**src/rtl/trig_seq_pkg.sv**
```systemverilog
// trig_seq_pkg: shared state encoding and default sizing for the capture sequencer
package trig_seq_pkg;
  typedef enum logic [2:0] {
    IDLE,
    PRETRIG,
    ARMED,
    POSTTRIG,
    DONE
  } state_t;
  localparam int ADDR_W_DEF = 9;
  // capture states in which sample strobes are written to RAM
  function automatic logic is_capturing(input state_t s);
    return (s == PRETRIG) || (s == ARMED) || (s == POSTTRIG);
  endfunction
endpackage

```
**src/rtl/trig_qual.sv**
```systemverilog
// trig_qual: qualifies protocol/channel triggers with enables and edge-detects the result
module trig_qual (
  input  logic clk,
  input  logic rst,
  input  logic protTrig,
  input  logic chTrig,
  input  logic prot_en,
  input  logic ch_en,
  input  logic force_trig,
  output logic trig_evt
);
  logic w_trig_in;
  logic r_trig_q;
  assign w_trig_in = (protTrig | ~prot_en) & (chTrig | ~ch_en) & (prot_en | ch_en);
  // previous qualified level so only a rising edge counts as a trigger
  always_ff @(posedge clk) begin
    if (rst) r_trig_q <= 1'b0;
    else r_trig_q <= w_trig_in;
  end
  assign trig_evt = (w_trig_in & ~r_trig_q) | force_trig;
endmodule

```
**src/rtl/trig_seq.sv**
```systemverilog
// trig_seq: capture sequencer driving sample-RAM writes, trigger address and status
module trig_seq
  import trig_seq_pkg::*;
#(
  parameter int ADDR_W = ADDR_W_DEF
) (
  input  logic              clk,
  input  logic              rst,
  input  logic              arm,
  input  logic              abort,
  input  logic              clr_done,
  input  logic              smpl_en,
  input  logic              protTrig,
  input  logic              chTrig,
  input  logic              prot_en,
  input  logic              ch_en,
  input  logic              force_trig,
  input  logic [ADDR_W-1:0] trig_pos,
  output logic              we,
  output logic [ADDR_W-1:0] waddr,
  output logic [ADDR_W-1:0] trig_addr,
  output logic              armed,
  output logic              triggered,
  output logic              capture_done
);
  localparam logic [ADDR_W:0] DEPTH = {1'b1, {ADDR_W{1'b0}}};
  state_t r_state, w_next;
  logic [ADDR_W-1:0] r_waddr, r_trig_addr, r_post_cnt, w_post_inc;
  logic [ADDR_W:0] r_pre_cnt, w_pre_inc, w_pre_tgt;
  logic r_triggered, w_trig_evt, w_start, w_accept;
  trig_qual u_qual (
    .clk(clk),
    .rst(rst),
    .protTrig(protTrig),
    .chTrig(chTrig),
    .prot_en(prot_en),
    .ch_en(ch_en),
    .force_trig(force_trig),
    .trig_evt(w_trig_evt)
  );
  assign w_pre_inc  = r_pre_cnt + (ADDR_W + 1)'(1);
  assign w_pre_tgt  = DEPTH - {1'b0, trig_pos};
  assign w_post_inc = r_post_cnt + ADDR_W'(1);
  // state register
  always_ff @(posedge clk) begin
    if (rst) r_state <= IDLE;
    else r_state <= w_next;
  end
  // next state: abort beats arm, arm restarts from any state, then per-state progress
  always_comb begin
    w_next   = r_state;
    w_start  = 1'b0;
    w_accept = 1'b0;
    if (abort) w_next = IDLE;
    else if (arm) begin
      w_next  = PRETRIG;
      w_start = 1'b1;
    end else begin
      case (r_state)
        PRETRIG:  w_next = (smpl_en && w_pre_inc == w_pre_tgt) ? ARMED : PRETRIG;
        ARMED: begin
          w_accept = w_trig_evt;
          w_next   = !w_trig_evt ? ARMED : (trig_pos == '0) ? DONE : POSTTRIG;
        end
        POSTTRIG: w_next = (smpl_en && w_post_inc == trig_pos) ? DONE : POSTTRIG;
        DONE:     w_next = clr_done ? IDLE : DONE;
        default:  w_next = IDLE;
      endcase
    end
  end
  // write pointer, fill counters and trigger bookkeeping
  always_ff @(posedge clk) begin
    if (rst) begin
      r_waddr     <= '0;
      r_trig_addr <= '0;
      r_pre_cnt   <= '0;
      r_post_cnt  <= '0;
      r_triggered <= 1'b0;
    end else if (abort) begin
      r_triggered <= 1'b0;
      if (we) r_waddr <= r_waddr + ADDR_W'(1);
    end else if (w_start) begin
      r_waddr     <= '0;
      r_pre_cnt   <= '0;
      r_post_cnt  <= '0;
      r_triggered <= 1'b0;
    end else begin
      if (we) r_waddr <= r_waddr + ADDR_W'(1);
      if (r_state == PRETRIG && smpl_en) r_pre_cnt <= w_pre_inc;
      if (r_state == POSTTRIG && smpl_en) r_post_cnt <= w_post_inc;
      if (w_accept) begin
        r_triggered <= 1'b1;
        r_trig_addr <= r_waddr + ADDR_W'(smpl_en);
      end
    end
  end
  assign we           = smpl_en & is_capturing(r_state);
  assign waddr        = r_waddr;
  assign trig_addr    = r_trig_addr;
  assign armed        = r_state == ARMED;
  assign triggered    = r_triggered;
  assign capture_done = r_state == DONE;
endmodule

```
**config.mk**
```make
export PLATFORM = sky130hd
export DESIGN_NAME = trig_seq
export DESIGN_NICKNAME = d
export VERILOG_FILES = /design/src/rtl/trig_seq_pkg.sv /design/src/rtl/trig_qual.sv /design/src/rtl/trig_seq.sv
export SDC_FILE = /design/constraint.sdc
export NUM_CORES = 1
export LEC_CHECK = 0
export ABC_AREA = 1
export BUFFER_PORTS_ARGS = -buffer_cell sky130_fd_sc_hd__buf_2
export CAP_MARGIN = 15
export CORE_MARGIN = 4
export CORE_UTILIZATION = 40
export DETAILED_ROUTE_END_ITERATION = 10
export PLACE_DENSITY = 0.58
export SYNTH_ARGS = -nofsm -noshare
export SYNTH_HDL_FRONTEND = slang
export SYNTH_SLANG_ARGS = --single-unit
```
**constraint.sdc**
```tcl
create_clock -name clk -period 3.7 [get_ports clk]
set_input_delay 0.74 -clock clk [delete_from_list [all_inputs] [get_ports clk]]
set_output_delay 0.74 -clock clk [all_outputs]
set_load 0.01 [all_outputs]
```
==> reports/qor.csv <==
stage;metric;value;unit
logic_synthesis;post-synth net total;488;
logic_synthesis;Mapped Cells;461;
sta;crit share post-route;66.0;%
placed_design;post-detail-place hpwl;5.63;mm
finish;Reg area;841;µm²
floorplanning;# IOs;42;
cts;clk_lat worst skew;0.30;ns
sta;relative slew slack;46.8;%
detailed_routing;1st-pass router iterations;4;
critical_path;Req. time, crit path;3.91;ns
pwr;leakage power;1.45;nW
critical_path;R2R setup slack;1.77;ns
detailed_routing;average routed wire per standard cell;11.7;µm
pwr;Worst VDD drop;0.122;mV
hold_path;Hold WC Path Type;flip-flop to flip-flop;
detailed_routing;DR vias;2857;
logic_synthesis;Mapped Area;2870;µm²
detailed_routing;DRC errors left;0;
finish;share of cells above drive strength 1;15.4;%
floorplanning;die area;8610;µm²
finish;Layout Nets;531;
logic_synthesis;ys async rst share;0;%
cts;Clock Tree Root;clkbuf_8;
critical_path;CP arrival;2.66;ns
sta;RSZ-0062 raised after global routing;false;
outcome;outcome;completed;
floorplanning;FP Rows;30;
logic_synthesis;Synth Area per Inst;6.23;µm²
critical_path;FF-to-FF End;r_state[0]$_SDFF_PP0_;
grt;number of global-route vias before repair;2650;
cts;CTS tree;done;
detailed_routing;Initial DRC Count;157;
floorplanning;Initial Util;41.8;%
critical_path;WS Path Type;input port to flip-flop;
critical_path;crit start category;input port;
grt;global-route wire length before repair;12.2;mm
grt;gr ovfl total;0;
grt;GRT Overall Usage;17.4;%
logic_synthesis;Unique masters post-synth;34;
sta;Slew @ Worst Pin;0.798;ns
critical_path;worst reg2reg path startpoint;r_pre_cnt[0]$_SDFFE_PP0P_;
finish;commonest non-fill, non-tap cell in the layout;nand2_1;
floorplanning;Die Wd;92.8;µm
sta;Clock Skew;0.0114;ns
finish;number of diodes;0;
hold_path;hold endpoint;triggered$_SDFFE_PP0P_;
logic_synthesis;Post-synth EDFFs;0;
sta;setup TNS;0;ns
critical_path;R2R depth;14;
cts;post-CTS setup buffer count;0;
floorplanning;Die Height;92.8;µm
finish;Core Util, Final;47.4;%
floorplanning;Core Box Area;6870;µm²
cts;maximum clock path buffer count;2;
placed_design;Port Buffers;41;
hold_path;hold depth;2;
logic_synthesis;Yosys reg bits;42;
cts;Worst-path clk slew;0.09;ns
hold_path;HP Start;triggered$_SDFFE_PP0P_;
sta;final hold viol count;0;
cts;CTS H-tree depth;2;
logic_synthesis;prevailing post-synth register cell;dfxtp_1;
logic_synthesis;register area share after synthesis;29.3;%
grt;initial antenna violation count;0;
sta;hold_ws;0.455;ns
finish;Layout area overhead;13.4;%
critical_path;worst-path fanout max;6;
finish;Filler cells;729;
sta;Max Freq;0.409;GHz
sta;Slew Viols, Final;0;
flow_run;maxcap violations;0;
cts;Resized Gates After CTS;0;
sta;final worst path period need;2.44;ns
cts;Num CTS Buffers;5;
finish;multi-input logic area;1770;µm²
critical_path;Critical Path Sink Type;flip-flop;
finish;most frequent cells in the layout;144 x nand2_1, 58 x inv_1, 47 x nand3_1;
cts;CTS Sinks;42;
detailed_routing;vias per cell;4.75;
logic_synthesis;Ys Warns;0;
pwr;Power Dens Cells;261;nW/µm²
sta;final setup fails;0;
detailed_routing;final wirelength;7.05;mm
detailed_routing;ANT nets after route;0;
grt;largest net degree at the start of global routing;30;
cts;Post-CTS Hold Buffers;0;
placed_design;gpl congestion;0.834;
[how the worst max path moves through the flow]
| stage | startpoint | endpoint | slack [ns] | depth (start not counted) |
|---|---|---|---|---|
| 2_1_floorplan | trig_pos[0] | r_state[0]$_SDFF_PP0_ | 1.24 | 12 |
| 3_3_place_gp | trig_pos[0] | r_state[0]$_SDFF_PP0_ | 0.96 | 13 |
| 3_5_place_dp | trig_pos[0] | r_state[0]$_SDFF_PP0_ | 0.92 | 13 |
| 4_1_cts | trig_pos[0] | r_state[0]$_SDFF_PP0_ | 1.25 | 13 |
| 5_1_grt | trig_pos[0] | r_state[0]$_SDFF_PP0_ | 1.01 | 13 |
| 6_report | trig_pos[0] | r_state[0]$_SDFF_PP0_ | 1.26 | 13 |
[worst max-delay path: stages]
cell and delay (ns):
buf_2 0.12, inv_1 0.14, ha_1 0.27, nand4_1 0.18
nor2_1 0.13, ha_1 0.26, xnor3_1 0.35, nor3_1 0.19
nand2_1 0.07, nand2_1 0.06, nand3_1 0.06, nand2_1 0.07
inv_1 0.03
[area by class of cell]
type	instances	share of cell area (%)
Tap cell	96	3.69
Inverter	63	7.26
Sequential cell	42	25.8
Clock buffer	5	2.11
Multi-Input combinational cell	351	54.2
Timing Repair Buffer	41	6.30
Clock inverter	3	0.653
[where the power goes]
group,switching [mW],internal (mW)
logic,0.0559,0.0289
registers,0.00234,0.454
clock network,0.177,0.133
[cell usage after synthesis, types with 2 or more instances]
master    number  share of area, %
nand2_1      144                19
inv_1         58               7.6
nand3_1       47               8.2
dfxtp_1       42                29
nor2_1        40               5.2
a21oi_1       37               6.4
nand4_1        9               2.0
xor2_1         9               2.7
nand2_2        8               1.7
nor3_1         8               1.4
o21ai_0        8               1.4
ha_1           7               3.0
nor2_2         6               1.3
inv_2          5              0.65
xnor2_1        4               1.2
nor2_4         3               1.2
o21ai_1        3              0.52
a31oi_1        2              0.44
clkbuf_1       2              0.26
nand3b_1       2              0.52
nor3_2         2              0.70
nor3_4         2               1.1
o21bai_1       2              0.52
[metal layers]
layer | up-vias | global-route usage, % | wire length [µm]
met5 | - | 0 | 0
met4 | 0 | 4.52 | 85
met3 | 6 | 3.66 | 277
met2 | 36 | 26.9 | 3050
met1 | 1254 | 24.4 | 3640
li1 | 1561 | - | -
[cell families (layout without fill, tap and decap cells)]
kind of cell | after synthesis | count (layout) | share of synthesized area (%)
xor+xnor | 15 | 15 | 5.31
simple gates | 274 | 274 | 42.9
flops | 42 | 42 | 29.3
compound gates | 55 | 55 | 10.1
fa+ha+maj | 7 | 7 | 3.05
buf+inv | 68 | 112 | 9.32
[registers in the layout, indices dropped and copies added (netlist names)]
| name | flops |
|---|---|
| triggered | 1 |
| r_state | 3 |
| r_post_cnt | 9 |
| r_pre_cnt | 10 |
| waddr | 9 |
| u_qual.r_trig_q | 1 |
| trig_addr | 9 |
[through the flow]
step,cells,instance area [µm²],power [mW],setup slack (ns)
finish,601,3260,0.850,1.26
detailed placement,593,3170,0.552,0.922
floorplan,461,2870,0.523,1.24
CTS,601,3260,0.865,1.25
global route,601,3260,0.895,1.01
global placement,593,3170,0.551,0.963
Power figures use the tool's default switching activity.
